[config.mk]
export PLATFORM = sky130hd
export DESIGN_NAME = ws2812_tx_ctrl_flat
export DESIGN_NICKNAME = d
export VERILOG_FILES = /design/src/rtl/ws2812_pkg.sv /design/src/rtl/ws2812_tx_ctrl_if.sv /design/src/rtl/ws2812_bit_gen.sv /design/src/rtl/ws2812_tx_ctrl.sv /design/src/flat_wrapper.sv
export SDC_FILE = /design/constraint.sdc
export NUM_CORES = 1
export LEC_CHECK = 0
export CORE_ASPECT_RATIO = 0.9
export CORE_MARGIN = 3
export CORE_UTILIZATION = 51
export DETAILED_ROUTE_END_ITERATION = 16
export PLACE_DENSITY_LB_ADDON = 0.08
export SLEW_MARGIN = 30
export SYNTH_ARGS = -nofsm -noshare
export SYNTH_HDL_FRONTEND = slang
export SYNTH_SLANG_ARGS = --single-unit
[constraint.sdc]
create_clock -name sys_clk -period 3.24 [get_ports sys_clk]
set_input_delay 0.648 -clock sys_clk [delete_from_list [all_inputs] [get_ports sys_clk]]
set_output_delay 0.648 -clock sys_clk [all_outputs]
set_load 0.01 [all_outputs]
[src/rtl/ws2812_pkg.sv]
// Shared WS2812 definitions: FSM states, default NRZ timing at 50 MHz, pixel word geometry.
package ws2812_pkg;

   localparam int PIX_WORD_W    = 24;
   localparam int PIXEL_NUM_DEF = 64;
   localparam int BIT_CYC_DEF   = 63;
   localparam int T0H_CYC_DEF   = 20;
   localparam int T1H_CYC_DEF   = 40;
   localparam int RST_CYC_DEF   = 15000;

   typedef enum logic [1:0] {
      IDLE,
      SEND,
      RST
   } tx_state_t;

   // Counter width able to hold 0..n-1, never narrower than one bit.
   function automatic int cnt_w(input int n);
      return (n > 1) ? $clog2(n) : 1;
   endfunction

endpackage

[src/rtl/ws2812_tx_ctrl_if.sv]
// Pixel fetch handshake between the config block (master) and the WS2812 transmitter (slave).
interface ws2812_tx_ctrl_if;
   import ws2812_pkg::*;

   logic                  ws2812_start;
   logic [PIX_WORD_W-1:0] cfg_data;
   logic                  cfg_start;

   modport master (output ws2812_start, output cfg_data, input cfg_start);
   modport slave  (input ws2812_start, input cfg_data, output cfg_start);

endinterface

[src/rtl/ws2812_bit_gen.sv]
// NRZ line encoder: drives the data pin high for T0H/T1H clocks at the start of each bit period.
module ws2812_bit_gen #(
   parameter int T0H_CYC = 20,
   parameter int T1H_CYC = 40,
   parameter int CYC_W   = 6
)(
   input  logic             sys_clk,
   input  logic             sys_rst_n,
   input  logic             i_en,
   input  logic [CYC_W-1:0] i_cyc_cnt,
   input  logic             i_bit,
   output logic             o_dout
);

   localparam logic [CYC_W-1:0] T0H_L = CYC_W'(T0H_CYC);
   localparam logic [CYC_W-1:0] T1H_L = CYC_W'(T1H_CYC);

   logic r_dout;

   // NOTE: sequential state uses non-blocking assignments so every flop samples pre-edge values.
   always_ff @(posedge sys_clk or negedge sys_rst_n) begin
      if (!sys_rst_n) begin
         r_dout <= 1'b0;
      end else begin
         r_dout <= i_en && (i_cyc_cnt < (i_bit ? T1H_L : T0H_L));
      end
   end

   assign o_dout = r_dout;

endmodule

[src/rtl/ws2812_tx_ctrl.sv]
// WS2812 frame transmitter: fetches PIXEL_NUM GRB words, sends them MSB first, then a latch gap.
// Optional WS2812_FRAME_DONE_EN adds a frame_done pulse on the cycle the latch gap ends.
module ws2812_tx_ctrl
   import ws2812_pkg::*;
#(
   parameter int PIXEL_NUM = PIXEL_NUM_DEF,
   parameter int BIT_CYC   = BIT_CYC_DEF,
   parameter int T0H_CYC   = T0H_CYC_DEF,
   parameter int T1H_CYC   = T1H_CYC_DEF,
   parameter int RST_CYC   = RST_CYC_DEF
)(
   input  logic            sys_clk,
   input  logic            sys_rst_n,
   ws2812_tx_ctrl_if.slave cfg_bus,
   output logic            dout
`ifdef WS2812_FRAME_DONE_EN
   ,
   output logic            frame_done
`endif
);

   localparam int CYC_W  = cnt_w(BIT_CYC);
   localparam int BIT_W  = cnt_w(PIX_WORD_W);
   localparam int PIX_W  = cnt_w(PIXEL_NUM);
   localparam int RSTC_W = cnt_w(RST_CYC);

   localparam logic [CYC_W-1:0]  CYC_LAST = CYC_W'(BIT_CYC - 1);
   localparam logic [BIT_W-1:0]  BIT_LAST = BIT_W'(PIX_WORD_W - 1);
   localparam logic [PIX_W-1:0]  PIX_LAST = PIX_W'(PIXEL_NUM - 1);
   localparam logic [RSTC_W-1:0] RST_LAST = RSTC_W'(RST_CYC - 1);

   tx_state_t             r_state;
   logic [PIX_WORD_W-1:0] r_shift_reg;
   logic [CYC_W-1:0]      r_cyc_cnt;
   logic [BIT_W-1:0]      r_bit_cnt;
   logic [PIX_W-1:0]      r_pix_cnt;
   logic [RSTC_W-1:0]     r_rst_cnt;
   logic                  r_rst_done;
   logic                  r_start_pend;
   logic                  r_cfg_start;
   logic                  r_frame_done;

   logic w_start_req;
   logic w_bit_end;
   logic w_send_en;
   logic w_dout;

   assign w_start_req = cfg_bus.ws2812_start | r_start_pend;
   assign w_bit_end   = (r_cyc_cnt == CYC_LAST);
   assign w_send_en   = (r_state == SEND);

   always_ff @(posedge sys_clk or negedge sys_rst_n) begin
      if (!sys_rst_n) begin
         r_state      <= IDLE;
         r_shift_reg  <= '0;
         r_cyc_cnt    <= '0;
         r_bit_cnt    <= '0;
         r_pix_cnt    <= '0;
         r_rst_cnt    <= '0;
         r_rst_done   <= 1'b0;
         r_start_pend <= 1'b0;
         r_cfg_start  <= 1'b0;
         r_frame_done <= 1'b0;
      end else begin
         r_cfg_start  <= 1'b0;
         r_frame_done <= 1'b0;
         case (r_state)
            IDLE: begin
               if (w_start_req) begin
                  r_shift_reg  <= cfg_bus.cfg_data;
                  r_cfg_start  <= 1'b1;
                  r_bit_cnt    <= '0;
                  r_cyc_cnt    <= '0;
                  r_pix_cnt    <= '0;
                  r_start_pend <= 1'b0;
                  r_state      <= SEND;
               end
            end
            SEND: begin
               if (cfg_bus.ws2812_start) r_start_pend <= 1'b1;
               if (!w_bit_end) begin
                  r_cyc_cnt <= r_cyc_cnt + 1'b1;
               end else if (r_bit_cnt != BIT_LAST) begin
                  r_shift_reg <= {r_shift_reg[PIX_WORD_W-2:0], 1'b0};
                  r_bit_cnt   <= r_bit_cnt + 1'b1;
                  r_cyc_cnt   <= '0;
               end else if (r_pix_cnt != PIX_LAST) begin
                  r_shift_reg <= cfg_bus.cfg_data;
                  r_cfg_start <= 1'b1;
                  r_bit_cnt   <= '0;
                  r_cyc_cnt   <= '0;
                  r_pix_cnt   <= r_pix_cnt + 1'b1;
               end else begin
                  r_cyc_cnt  <= '0;
                  r_rst_cnt  <= '0;
                  r_rst_done <= 1'b0;
                  r_state    <= RST;
               end
            end
            RST: begin
               // The gap runs RST_CYC counted cycles plus the exit cycle, where a start is taken directly.
               if (!r_rst_done) begin
                  if (cfg_bus.ws2812_start) r_start_pend <= 1'b1;
                  if (r_rst_cnt == RST_LAST) r_rst_done <= 1'b1;
                  else                       r_rst_cnt  <= r_rst_cnt + 1'b1;
               end else begin
                  r_rst_done   <= 1'b0;
                  r_frame_done <= 1'b1;
                  if (w_start_req) begin
                     r_shift_reg  <= cfg_bus.cfg_data;
                     r_cfg_start  <= 1'b1;
                     r_bit_cnt    <= '0;
                     r_cyc_cnt    <= '0;
                     r_pix_cnt    <= '0;
                     r_start_pend <= 1'b0;
                     r_state      <= SEND;
                  end else begin
                     r_state <= IDLE;
                  end
               end
            end
            default: r_state <= IDLE;
         endcase
      end
   end

   ws2812_bit_gen #(
      .T0H_CYC (T0H_CYC),
      .T1H_CYC (T1H_CYC),
      .CYC_W   (CYC_W)
   ) u_bit_gen (
      .sys_clk   (sys_clk),
      .sys_rst_n (sys_rst_n),
      .i_en      (w_send_en),
      .i_cyc_cnt (r_cyc_cnt),
      .i_bit     (r_shift_reg[PIX_WORD_W-1]),
      .o_dout    (w_dout)
   );

   assign dout              = w_dout;
   assign cfg_bus.cfg_start = r_cfg_start;

`ifdef WS2812_FRAME_DONE_EN
   assign frame_done = r_frame_done;
`else
   logic w_frame_done_unused;
   assign w_frame_done_unused = r_frame_done;
`endif

endmodule

[src/flat_wrapper.sv]
// flat-port wrapper written by rule: the top's interface ports become plain ports
module ws2812_tx_ctrl_flat import ws2812_pkg::*;
#(
   parameter int PIXEL_NUM = PIXEL_NUM_DEF,
   parameter int BIT_CYC   = BIT_CYC_DEF,
   parameter int T0H_CYC   = T0H_CYC_DEF,
   parameter int T1H_CYC   = T1H_CYC_DEF,
   parameter int RST_CYC   = RST_CYC_DEF
)
  (sys_clk, sys_rst_n, dout, cfg_bus_ws2812_start, cfg_bus_cfg_data, cfg_bus_cfg_start);
  ws2812_tx_ctrl_if cfg_bus_i ();
  input  logic sys_clk;
  input  logic sys_rst_n;
  output logic dout;
  input wire logic [$bits(cfg_bus_i.ws2812_start)-1:0] cfg_bus_ws2812_start;
  input wire logic [$bits(cfg_bus_i.cfg_data)-1:0] cfg_bus_cfg_data;
  output wire logic [$bits(cfg_bus_i.cfg_start)-1:0] cfg_bus_cfg_start;
  assign cfg_bus_i.ws2812_start = cfg_bus_ws2812_start;
  assign cfg_bus_i.cfg_data = cfg_bus_cfg_data;
  assign cfg_bus_cfg_start = cfg_bus_i.cfg_start;
  ws2812_tx_ctrl #(.PIXEL_NUM(PIXEL_NUM), .BIT_CYC(BIT_CYC), .T0H_CYC(T0H_CYC), .T1H_CYC(T1H_CYC), .RST_CYC(RST_CYC)) u_core (.sys_clk(sys_clk), .sys_rst_n(sys_rst_n), .cfg_bus(cfg_bus_i), .dout(dout));
endmodule
==> Word level (Yosys, flattened, before mapping) <==
Cells that the tools add are included.
{ "classes": {"n_addsub": 4, "magnitude_cmp": 1, "eq_ne": 15, "mux": 52, "bitwise_logic": 1, "n_reduce_logical": 10} }
{ "ops": {"columns": ["operator", "count"], "rows": [
  ["24-bit 2-to-1 mux", 5],
  ["24-bit case mux with 3 select lines", 1],
  ["14-bit 2-to-1 mux", 5],
  ["6-bit 2-to-1 mux", 9],
  ["6-bit case mux with 3 select lines", 2],
  ["14-bit case mux with 2 select lines", 1],
  ["5-bit 2-to-1 mux", 5],
  ["5-bit case mux with 3 select lines", 1],
  ["14-bit by 1-bit adder with 14-bit output, second input constant", 1],
  ["14-bit equality test, second input constant", 1],
  ["1-bit 2-to-1 mux", 14],
  ["6-bit by 1-bit adder with 6-bit output, second input constant", 2],
  ["2-bit 2-to-1 mux", 5],
  ["5-bit AND reduction", 2],
  ["2-bit by 1-bit inequality test with 1-bit output, second input constant", 4],
  ["2-bit inequality test, second input constant", 4],
  ["4-bit AND reduction", 2],
  ["6-bit equality test, second input constant", 1],
  ["6-bit < comparator", 1],
  ["6-bit inequality test, second input constant", 1],
  ["1-bit case mux with 3 select lines", 2],
  ["2-bit case mux with 3 select lines", 1],
  ["6-bit AND reduction", 1],
  ["5-bit by 1-bit adder with 5-bit output, second input constant", 1],
  ["11 further kinds", 11]
]} }
{ "totals": {"ff_bits": 61, "input_bits": 27, "out_inout_bits": 2, "elab_cells": 93} }

==> Longest topological paths before layout <==
Gate-level depths: netlist of run 1.
{ "logic_depth": {"ltp_word": 5, "mapped_depth": 9, "ltp_nobuf": 7} }

==> Cells and area by module <==
From an unflattened synthesis of run 1, not the netlist that was laid out.
{ "unflattened": {"cells_unflattened": 357, "area_unflattened_um2": 3355.7} }
{ "modules_own_cells": {"columns": ["mod", "n_inst", "cells_per_inst", "area_per_inst_um2", "seq_area_each_um2"], "rows": [
  ["ws2812_tx_ctrl", 1, 347, 3238.1, 1501.4],
  ["ws2812_bit_gen", 1, 10, 117.6, 25.0]
]} }

==> Least setup slack after synthesis of run 1 <==
No wires, ideal clock.
{ "synth_timing": {"path_type": "register -> register", "start": "register u_core.r_rst_cnt[6]", "end": "register u_core.r_rst_cnt[0]", "setup_ns": 0.124, "arrival_ns": 1.903, "required_time_ns": 3.116, "path_slack_ns": 1.213, "stages_incl_launch_ff": 6, "n_path_buf": 0, "synth_period_minus_slack_ns": 2.027, "path_cell_list": "dfrtp_1 or4b_1 or4_4 nor2b_4 nor4bb_1 a211o_1"} }
{ "synth_between": {"elab_chain_cells": 3} }
{ "synth_lines": {"columns": ["element", "line_no", "text"], "rows": [
  ["from (decl)", "ws2812_tx_ctrl.sv:37", "logic [RSTC_W-1:0] r_rst_cnt;"],
  ["from (signal assigned)", "ws2812_tx_ctrl.sv:105", "else r_rst_cnt <= r_rst_cnt + 1'b1;"],
  ["14-bit equality test", "ws2812_tx_ctrl.sv:104", "if (r_rst_cnt == RST_LAST) r_rst_done <= 1'b1;"],
  ["2-bit inequality test (no source line)", null, null],
  ["6-bit AND reduction (no source line)", null, null]
]} }
Every way passes these cells.
A chain may end at the register's enable or synchronous reset.

==> Final worst setup path of run 1 <==
{ "layout_timing": {"start": "register u_core.r_state[1]", "end": "register u_core.r_shift_reg[19]"} }
{ "layout_between": {"elab_chain_cells": 3, "word_cells_on_any_way": 9, "classes_between": "eq/ne: 5; mux: 1; reduce/logical: 3"} }
{ "layout_lines": {"columns": ["element", "line_no", "text"], "rows": [
  ["from (decl)", "ws2812_tx_ctrl.sv:32", "tx_state_t r_state;"],
  ["from (signal assigned)", "ws2812_tx_ctrl.sv:54", "r_state <= IDLE;"],
  ["from (signal assigned)", "ws2812_tx_ctrl.sv:76", "r_state <= SEND;"],
  ["from (signal assigned)", "ws2812_tx_ctrl.sv:97", "r_state <= RST;"],
  ["2-bit by 1-bit equality test with 1-bit output (tied with other cells)", "ws2812_tx_ctrl.sv:67", "case (r_state)"],
  ["3-bit by 1-bit inequality test with 1-bit output (no source line) (tied with other cells)", null, null],
  ["4-bit AND reduction (no source line)", null, null],
  ["to (signal assigned)", "ws2812_tx_ctrl.sv:70", "r_shift_reg <= cfg_bus.cfg_data;"],
  ["to (signal assigned)", "ws2812_tx_ctrl.sv:84", "r_shift_reg <= {r_shift_reg[PIX_WORD_W-2:0], 1'b0};"],
  ["to (signal assigned)", "ws2812_tx_ctrl.sv:88", "r_shift_reg <= cfg_bus.cfg_data;"],
  ["to (decl)", "ws2812_tx_ctrl.sv:33", "logic [PIX_WORD_W-1:0] r_shift_reg;"]
]} }
Parallel ways exist; a longest one is shown, timed or not.

==> results of run 1 <==
[report_power, final]
part | switching [mW] | internal [mW]
registers | 0.00521 | 0.765
clock network | 0.320 | 0.436
logic | 0.0292 | 0.0380
[cell type report]
| type | instances | share of cell area, % |
|---|---|---|
| inverter | 9 | 0.868 |
| multi-input combinational | 257 | 43.2 |
| clock inverter | 7 | 2.51 |
| timing repair buffer | 34 | 8.23 |
| clock buffer | 9 | 3.18 |
| tap | 87 | 2.80 |
| sequential | 61 | 39.2 |
[logic make-up after synthesis]
logic type	count (synthesis)	synth area share, %
AND/OR/NAND/NOR	126	20.5
AO/OA/AOI/OAI	91	17.2
flip-flops	61	46.2
multiplexers	27	8.30
buffers and inverters	25	2.99
adder cells (fa/ha/maj)	12	4.55
XOR/XNOR	1	0.265
[how the worst max path moves through the flow]
stage / endpoint / cells after the start / start / slack (ns)
after global routing: u_core.r_bit_cnt[3] / 7 / u_core.r_state[1] / 0.52
after CTS: u_core.r_shift_reg[19] / 7 / u_core.r_state[1] / 0.73
after detailed placement: u_core.r_bit_cnt[3] / 6 / cfg_bus_ws2812_start / 0.55
final: u_core.r_shift_reg[19] / 7 / u_core.r_state[1] / 0.72
after global placement: u_core.r_bit_cnt[3] / 6 / cfg_bus_ws2812_start / 0.61
after floorplan: u_core.r_rst_cnt[0] / 5 / u_core.r_rst_cnt[6] / 1.21
[cell usage in the layout, fill, tap and decap left out, drive strengths merged, types with 8 or more instances in the layout]
cell	instances
o31ai	8
nor2	11
clkdlybuf4s50	27
nand3	12
o21ai	48
dfrtp	61
mux2i	24
clkbuf	9
a21oi	12
ha	12
inv	10
nand2	47
nand4	8
[cell usage after synthesis, types with 5 or more instances]
cell / n
a21oi_1: 12
and2_1: 5
and3_1: 7
clkbuf_1: 12
dfrtp_1: 61
ha_1: 12
inv_1: 8
mux2i_1: 24
nand2_1: 47
nand2b_1: 5
nand3_1: 12
nand4_1: 8
nor2_1: 11
nor3_1: 5
o21ai_0: 36
o21ai_1: 12
o31ai_1: 8
[metrics by stage]
| step | cells | cell area (um^2) | worst slack [ns] | power (mW) | util [%] |
|---|---|---|---|---|---|
| global route | 464 | 3890 | 0.523 | 1.66 | 62.9 |
| global placement | 448 | 3670 | 0.608 | 0.852 | 59.3 |
| CTS | 464 | 3890 | 0.732 | 1.62 | 62.9 |
| detailed placement | 448 | 3670 | 0.554 | 0.853 | 59.3 |
| floorplan | 343 | 3300 | 1.21 | 0.800 | - |
| finish | 464 | 3890 | 0.724 | 1.59 | 62.9 |
[layer usage]
layer / vias to the layer above / wire length [um] / part of all wire [%] / global-route usage (%)
li1: 1314 / - / - / -
met3: 6 / 258 / 3.9 / 5.89
met2: 44 / 2830 / 43 / 29.1
met1: 1225 / 3390 / 52 / 26.6
met5: - / 0 / 0 / 0
met4: 0 / 51 / 0.78 / 6.78
==> reports/metrics.cfg, run 1 <==
[layout]
fillers=522
multi_input_area_mm2=0.00168
fin_nets=411
drive_gt1_share_pct=8.75
largest_register_ffs=24
register_area_mm2=0.00153
antenna_cells=0
area_delta_synth_final_pct=17.8

[cts]
cts_sinks=61
clk_pin_slew_worst_paths_ns=0.07
htree_levels=3
cts_buffer_depth=2
clock_latency_ns=0.35
cts_buffers=9
cts_setup_buffers=0
cts_tree=built
clockRootBuffer=clkbuf_8
cts_hold_buf=0
ctsResizeCount=0

[yosys]
synth_fp_nets=382
yosys.cell_types.count=51
yosysSeqAreaShare_pct=46.2
synth-warning-count=0
syn_area_mm2=0.00330
synth_top_area_share_pct=46.2
async_reset_ff_share_pct=100
synth.avg_cell_area_um2=9.63
synthCells=343
synth_largest_area_cell=dfrtp_1
ys_seq_elements=61
synthFlopType=dfrtp_1
synth_edf_count=0
synth.area.top_cells=dfrtp_1 (46%), mux2i_1 (7.3%), o21ai_0 (5.5%)

[critical_path]
crit_path_top_delay_cell=ha_1
crit_required_ns=3.45
end_kind=register
reg2regPathDepth=7
r2r-start=u_core.r_state[1]
crit_arrival_ns=2.73
crit_family=buffers and inverters
path_cells=inv_1 -> ha_1 -> clkinv_1 -> nor2_2 -> buf_4 -> mux2i_1 -> o21ai_1
path_buf_inv=3
crit_type=register to register
r2r-end=u_core.r_shift_reg[19]
ff2ff_setup_slack_ns=0.72
critPathMaxFanout=22
slowest_delay_ns=0.49
crit_path_start_kind=register

[routing]
routed_via_density=5.58
wire_per_inst_um=14.1
dr.pass1.iters=4
route.antenna.remaining_nets=0
vias=2589
remaining_drc_errors=0
first_iter_violations=127
drt-total-wl_mm=6.53

[timing]
setup_viol=0
slew_headroom_pct=56.8
fin_crit_sh_pct=77.7
hold_viol=0
hold_slack_ns=0.178
min_period_ns=2.52
rsz0062_at_grt=no
max_slew.worst_pin.slew_ns=0.643
clock_skew_ns=0.00499
fmax_mhz=397
fin_setup_tns_ns=0
maxSlewViolCount=0

[power]
power.density_mw_per_mm2=410
p_leak_nw=1.64
ir_drop_v=0.000349

[global_routing]
grt_usage_pct=19.2
grt_pass1_vias=2382
antenna_found_initial=0
overflow=0
grt_max_degree=50
grt_pass1_wl_mm=11.4

[floorplanning]
start_util_pct=53.4
row_count=27
core_area_mm2=0.00618
die_y_um=82.3
dieArea_mm2=0.00748
die_w_um=90.8
pin_count=29

[placement]
dpl.hpwl_mm=4.47
routabilityCongestion=0.824
io_buffers=28

[hold_path]
hold_path_class=input port to asynchronous set/reset pin

[run_status]
status=finished, final reports clean

[flow_run]
maxCapViolations=0

Note: power is estimated with default switching activity, not from simulation.
==> inputs of run 2 (changes only) <==
==> constraint.sdc (replaced) <==
create_clock -name sys_clk -period 2.05 [get_ports sys_clk]
set_input_delay 0.41 -clock sys_clk [delete_from_list [all_inputs] [get_ports sys_clk]]
set_output_delay 0.41 -clock sys_clk [all_outputs]
set_load 0.01 [all_outputs]
==> reports/metrics.cfg, run 2 (synthesized netlist as in run 1, its figures left out) <==
[run_status]
status=finished, final reports clean

[critical_path]
crit_required_ns=2.29  ; -1.16 ns
r2r-end=u_core.r_rst_cnt[0]
path_cells=or4b_4 -> or4_4 -> nor2b_4 -> nor4bb_1 -> a211o_1
path_buf_inv=0  ; -3
crit_type=register to register
critPathMaxFanout=2  ; -91%
crit_path_top_delay_cell=or4b_4
crit_path_start_kind=register
ff2ff_setup_slack_ns=0.09  ; -0.63 ns
r2r-start=u_core.r_rst_cnt[6]
slowest_delay_ns=0.52  ; +0.03 ns
end_kind=register
reg2regPathDepth=5  ; -2
crit_family=simple AND/OR/NAND/NOR gates
crit_arrival_ns=2.20  ; -0.53 ns

[global_routing]
grt_max_degree=62  ; +24%
grt_usage_pct=21.1  ; +1.9 points
grt_pass1_wl_mm=12.5  ; +10%
grt_pass1_vias=2691  ; +13%
overflow=0  ; unchanged
antenna_found_initial=0  ; unchanged

[power]
p_leak_nw=1.84  ; +12%
power.density_mw_per_mm2=591  ; +44%
pwr-share-seq_pct=48.6  ; +0.3 points
ir_drop_v=0.000364  ; +4.5%
p_switching_uw=543  ; +53%
p_clk_share_pct=46.8  ; -0.7 points
p_comb_share_pct=4.7  ; +0.5 points
p_int_mw=1.96  ; +58%
switching_share_pct=21.7  ; -0.58 points

[timing]
fmax_mhz=511  ; +29%
min_period_ns=1.96  ; -0.560 ns
maxSlewViolCount=0  ; unchanged
fin_ws_ns=0.0942  ; -0.630 ns
hold_viol=0  ; unchanged
setup_viol=0  ; unchanged
fin_crit_sh_pct=95.4  ; +18 points
fin_setup_tns_ns=0  ; unchanged
max_slew.worst_pin.slew_ns=0.323  ; -0.320 ns
clock_skew_ns=0.0102  ; +0.00521 ns
rsz0062_at_grt=yes
slew_headroom_pct=78.3  ; +21 points

[placement]
io_buffers=28  ; unchanged
routabilityCongestion=0.869  ; +5.5%
dpl.hpwl_mm=4.99  ; +11%
place_ws_ns=-0.0933  ; -0.648 ns

[floorplanning]
die_y_um=82.3  ; unchanged
die_w_um=90.8  ; unchanged
dieArea_mm2=0.00748  ; unchanged
pin_count=29  ; unchanged
core_area_mm2=0.00618  ; unchanged
row_count=27  ; unchanged
start_util_pct=53.4  ; unchanged

[routing]
wl_met3_um=327  ; +27%
remaining_drc_errors=0  ; unchanged
wl_met2_mm=3.20  ; +13%
wirelength_met1_mm=3.56  ; +5.0%
dr.pass1.iters=4  ; unchanged
top_layer=met4
drt-total-wl_mm=7.21  ; +10%
route.antenna.remaining_nets=0  ; unchanged
routed_via_density=5.51  ; -1.2%
wire_per_inst_um=14.4  ; +2.4%
first_iter_violations=185  ; +46%
vias=2755  ; +6.4%

[cts]
cts_buffer_depth=2  ; unchanged
clock_latency_ns=0.35  ; about the same
cts_tree=built
cts_hold_buf=0  ; unchanged
clockRootBuffer=clkbuf_8
cts_sinks=61  ; unchanged
htree_levels=3  ; unchanged
clk_pin_slew_worst_paths_ns=0.07  ; about the same
cts_buffers=9  ; unchanged

[layout]
register_area_mm2=0.00153  ; unchanged
antenna_cells=0  ; unchanged
area_delta_synth_final_pct=28.3
largest_register_ffs=24  ; unchanged
final_cell_mix=dfrtp_1 (61), nand2_1 (47), buf_4 (39)
fin_nets=447  ; +8.8%
multi_input_area_mm2=0.00172  ; +2.5%
final_common_cell=dfrtp_1
fillers=486  ; -6.9%
drive_gt1_share_pct=18.9  ; +10 points

[hold_path]
hold_path_class=input port to asynchronous set/reset pin

[flow_run]
maxCapViolations=0  ; unchanged

## run 2: changes by cell type in the layout (fill, tap and decap cells not counted), moves of 2 or more
cell | before | now
buf_12 | 0 | 3
buf_4 | 6 | 39
clkinv_2 | 1 | 3
clkinv_4 | 0 | 2
clkinvlp_4 | 2 | 0
inv_6 | 2 | 0
## run 2: repair_timing
action | in CTS | in global routing
setup buffers | 0 | 3
gates cloned | 0 | 0
gates resized for setup | 4 | 7
endpoints found under the setup margin | 18 | 24
pin swaps | 2 | 4
## run 2: worst max-delay path by stage
| stage | end | from | slack [ns] | cells past startpoint |
|---|---|---|---|---|
| global route | u_core.r_rst_cnt[13] | u_core.r_state[1] | -0.03 | 8 |
| finish | u_core.r_rst_cnt[0] | u_core.r_rst_cnt[6] | 0.09 | 5 |
| CTS | u_core.r_pix_cnt[3] | u_core.r_bit_cnt[1] | 0.03 | 5 |
| global placement | u_core.r_bit_cnt[3] | cfg_bus_ws2812_start | -0.02 | 7 |
| detailed placement | u_core.r_bit_cnt[3] | cfg_bus_ws2812_start | -0.09 | 7 |
| floorplan | u_core.r_rst_cnt[0] | u_core.r_rst_cnt[6] | 0.02 | 5 |
## run 2: final cells by class
| type | count | share of cell area [%] |
|---|---|---|
| Tap cell | 87 | 2.57 |
| Sequential cell | 61 | 36.0 |
| Clock inverter | 6 | 2.07 |
| Clock buffer | 10 | 3.01 |
| Multi-Input combinational cell | 257 | 40.6 |
| Timing Repair Buffer | 70 | 14.8 |
| Inverter | 9 | 0.827 |
## run 2: layer usage
metal  vias to the layer above  GRT usage, %
li1                       1387             -
met1                      1298          29.2
met2                        54          31.9
met3                        16          6.16
met4                         0          7.68
met5                         -             0
## run 2: power by group through the flow
stage	combinational, mW	sequential, mW	clock [mW]
6_report	0.117	1.22	1.17
5_1_grt	0.134	1.22	1.25
4_1_cts	0.121	1.21	1.21
3_5_place_dp	0.120	1.24	0
3_3_place_gp	0.118	1.24	0
2_1_floorplan	0.0263	1.24	0
## run 2: worst register-to-register path: cells and delay by family, from the launching register on
kind / cells / cell delay [ns]
AND/OR/NAND/NOR: 4 / 1.23
flip-flops: 1 / 0.39
AO/OA/AOI/OAI: 1 / 0.23
## run 2: metrics by stage
stage	cell area [um^2]	hold slack, ns	instances	util [%]	power, mW
5_1_grt	4240	0.0893	500	68.5	2.60
3_3_place_gp	3950	0.443	481	64.0	1.36
3_5_place_dp	3950	0.449	481	64.0	1.36
2_1_floorplan	3300	0.114	343	-	1.26
4_1_cts	4190	0.0672	497	67.7	2.54
6_report	4240	0.0589	500	68.5	2.50
==> inputs of run 3 (changes only) <==
--- a/config.mk
+++ b/config.mk
@@ -5,6 +5,7 @@
 export SDC_FILE = /design/constraint.sdc
 export NUM_CORES = 1
 export LEC_CHECK = 0
+export ABC_AREA = 1
 export CORE_ASPECT_RATIO = 0.9
 export CORE_MARGIN = 3
 export CORE_UTILIZATION = 51
==> reports/metrics.cfg, run 3 <==
[run_status]
status=finished, final reports clean

[yosys]
synth-simple-area-share_pct=30.8  ; +10 points
syn_area_mm2=0.00365  ; +10%
ys_seq_elements=61  ; unchanged
synthXorXnorAreaFrac_pct=1.44  ; +1.2 points
async_reset_ff_share_pct=100  ; unchanged
synthMuxAreaShare_pct=0.275  ; -8.0 points
yosysSeqAreaShare_pct=41.9  ; -4.4 points
synth_edf_count=0  ; unchanged
synth_compound_area_share_pct=12.0  ; -5.2 points
synth.avg_cell_area_um2=7.41  ; -23%
synth_top_area_share_pct=41.9  ; -4.4 points
synth-warning-count=0  ; unchanged
synthCells=492  ; +43%
synthFlopType=dfrtp_1
synthTopCellsByCount=nand2_1 (155), inv_1 (62), dfrtp_1 (61)
synth.most_common_cell=nand2_1
synthAdderAreaFrac_pct=4.12  ; -0.43 points
synth_largest_area_cell=dfrtp_1
yosys.cell_types.count=36  ; -29%
synth.area.top_cells=dfrtp_1 (42%), nand2_1 (16%), inv_1 (6.4%)
synth_top_family_by_area=simple AND/OR/NAND/NOR gates
synth_fp_nets=531  ; +39%

[global_routing]
overflow=0  ; unchanged
grt_pass1_vias=2936  ; +9.1%
grt_pass1_wl_mm=12.9  ; +3.5%
grt_usage_pct=19.8  ; -1.3 points
grt_max_degree=62  ; unchanged
antenna_found_initial=0  ; unchanged

[routing]
first_iter_violations=169  ; -8.6%
dr.pass1.iters=4  ; unchanged
vias=3099  ; +12%
remaining_drc_errors=0  ; unchanged
route.antenna.remaining_nets=0  ; unchanged
drt-total-wl_mm=7.21  ; about the same
routed_via_density=5.01  ; -9.0%
wire_per_inst_um=11.7  ; -19%

[cts]
htree_levels=3  ; unchanged
cts_buffers=9  ; unchanged
cts_hold_buf=0  ; unchanged
clockRootBuffer=clkbuf_8
ctsResizeCount=0  ; -4
cts_tree=built
clock_latency_ns=0.33  ; -0.02 ns
clk_pin_slew_worst_paths_ns=0.06  ; about the same
cts_buffer_depth=2  ; unchanged
cts_sinks=61  ; unchanged
cts_setup_buffers=0  ; unchanged

[layout]
antenna_cells=0  ; unchanged
final_cell_mix=nand2_1 (155), inv_1 (62), dfrtp_1 (61)
area_delta_synth_final_pct=14.8
final_common_cell=nand2_1
final_util_pct=61.9  ; -6.6 points
fin_nets=563  ; +26%
register_area_mm2=0.00153  ; unchanged
finalNonFillerCells=618  ; +24%
largest_register_ffs=24  ; unchanged
fillers=638  ; +31%
drive_gt1_share_pct=7.95  ; -11 points
multi_input_area_mm2=0.00177  ; +3.0%

[critical_path]
ff2ff_setup_slack_ns=0.19  ; +0.10 ns
crit_path_start_kind=register
crit_type=register to register
crit_required_ns=2.27  ; -0.02 ns
r2r-start=u_core.r_state[1]
slowest_delay_ns=0.38  ; -0.14 ns
end_kind=register
path_cells=inv_1 -> ha_1 -> inv_2 -> o21bai_4 -> nand2_2 -> nor2_8 -> nand3_4 -> nand2_1 -> nand2_1
crit_path_top_delay_cell=dfrtp_1
reg2regPathDepth=9  ; +4
r2r-end=u_core.r_rst_cnt[5]
crit_arrival_ns=2.08  ; -0.12 ns
cp_common_cell=nand2_1
critPathMaxFanout=14  ; +12

[power]
p_int_mw=1.83  ; -6.8%
p_switching_uw=496  ; -8.5%
power.density_mw_per_mm2=555  ; -6.1%
p_comb_share_pct=5.4  ; +0.7 points
ir_drop_v=0.000405  ; +11%
pwr-share-seq_pct=53.2  ; +4.6 points
p_leak_nw=1.93  ; +5.1%
p_clk_share_pct=41.4  ; -5.4 points
switching_share_pct=21.4  ; -0.32 points

[floorplanning]
core_area_mm2=0.00676  ; +9.4%
die_w_um=95.1  ; +4.7%
die_y_um=86.2  ; +4.7%
start_util_pct=53.9  ; +0.51 points
row_count=28  ; +3.7%
pin_count=29  ; unchanged
dieArea_mm2=0.00820  ; +9.7%

[placement]
dp.cells=603  ; +25%
routabilityCongestion=0.848  ; -2.4%
dpl.hpwl_mm=5.11  ; +2.4%
place_ws_ns=0.194  ; +0.288 ns
io_buffers=28  ; unchanged

[hold_path]
hold_path_class=input port to asynchronous set/reset pin

[timing]
rsz0062_at_grt=no
clock_skew_ns=0.00971  ; -0.000489 ns
min_period_ns=1.86  ; -0.0981 ns
slew_headroom_pct=71.5  ; -6.8 points
fin_setup_tns_ns=0  ; unchanged
hold_slack_ns=0.0803  ; +0.0215 ns
fin_ws_ns=0.192  ; +0.0981 ns
hold_viol=0  ; unchanged
fin_crit_sh_pct=90.6  ; -4.8 points
maxSlewViolCount=0  ; unchanged
fmax_mhz=538  ; +5.3%
setup_viol=0  ; unchanged
max_slew.worst_pin.slew_ns=0.426  ; +0.103 ns

[flow_run]
maxCapViolations=0  ; unchanged

run 3: cell count changes in the layout (fill, tap and decap cells not counted), sizes merged, moves of 8 or more:
cell,before,now
o21ai,48,64
nand2,47,160
o31ai,8,0
buf,43,8
inv,8,65
nand3,12,37
nor2,11,43
mux2i,24,1
run 3: area by class of cell:
type	count	area share (%)
multi-input combinational	352	42.3
sequential	61	36.5
timing repair buffer	35	8.43
inverter	65	5.83
clock buffer	14	4.12
tap	90	2.69
clock inverter	1	0.120
run 3: stage by stage:
step / instance area (um^2) / power (mW)
after floorplan: 3650 / 1.30
after global placement: 4010 / 1.38
after detailed placement: 4010 / 1.39
after CTS: 4190 / 2.36
after global routing: 4190 / 2.44
final: 4190 / 2.32
run 3: logic make-up (layout without fill, tap and decap cells):
kind of cell,Yosys count,in the layout
adder cells (fa/ha/maj),12,12
AO/OA/AOI/OAI,80,80
AND/OR/NAND/NOR,253,253
buffers and inverters,79,115
XOR/XNOR,6,6
flip-flops,61,61
multiplexers,1,1
run 3: worst max-delay path by stage:
| stage | from | end | slack [ns] | cells after the start |
|---|---|---|---|---|
| detailed placement | cfg_bus_ws2812_start | u_core.r_bit_cnt[0] | 0.19 | 8 |
| global route | u_core.r_state[1] | u_core.r_rst_cnt[5] | 0.03 | 9 |
| CTS | u_core.r_state[1] | u_core.r_rst_cnt[5] | 0.18 | 9 |
| finish | u_core.r_state[1] | u_core.r_rst_cnt[5] | 0.19 | 9 |
| floorplan | u_core.r_state[0] | u_core.r_shift_reg[15] | 0.33 | 10 |
| global placement | cfg_bus_ws2812_start | u_core.r_bit_cnt[0] | 0.23 | 8 |
run 3: power groups by stage:
stage               Combinational [mW]  Clock (mW)  Sequential [mW]
finish                           0.125       0.963             1.24
global route                     0.143        1.06             1.24
CTS                              0.129       0.996             1.24
detailed placement               0.128           0             1.26
global placement                 0.127           0             1.26
floorplan                       0.0385           0             1.26
run 3: worst max-delay path: cells and delay by family (launching register included):
| kind | cells | cell delay (ns) |
|---|---|---|
| and+or+nand+nor | 5 | 0.73 |
| adders and majority gates | 1 | 0.21 |
| DFF | 1 | 0.38 |
| AOI/OAI and AO/OA | 1 | 0.17 |
| buffers and inverters | 2 | 0.24 |
run 3: routing by layer:
layer	wire, um	global-route usage, %	vias up	part of all wire (%)
met3	285	5.47	6	4.0
met1	3590	27.7	1431	50
met2	3270	30.5	44	45
met5	0	0	-	0
li1	-	-	1618	-
met4	65	5.50	0	0.90
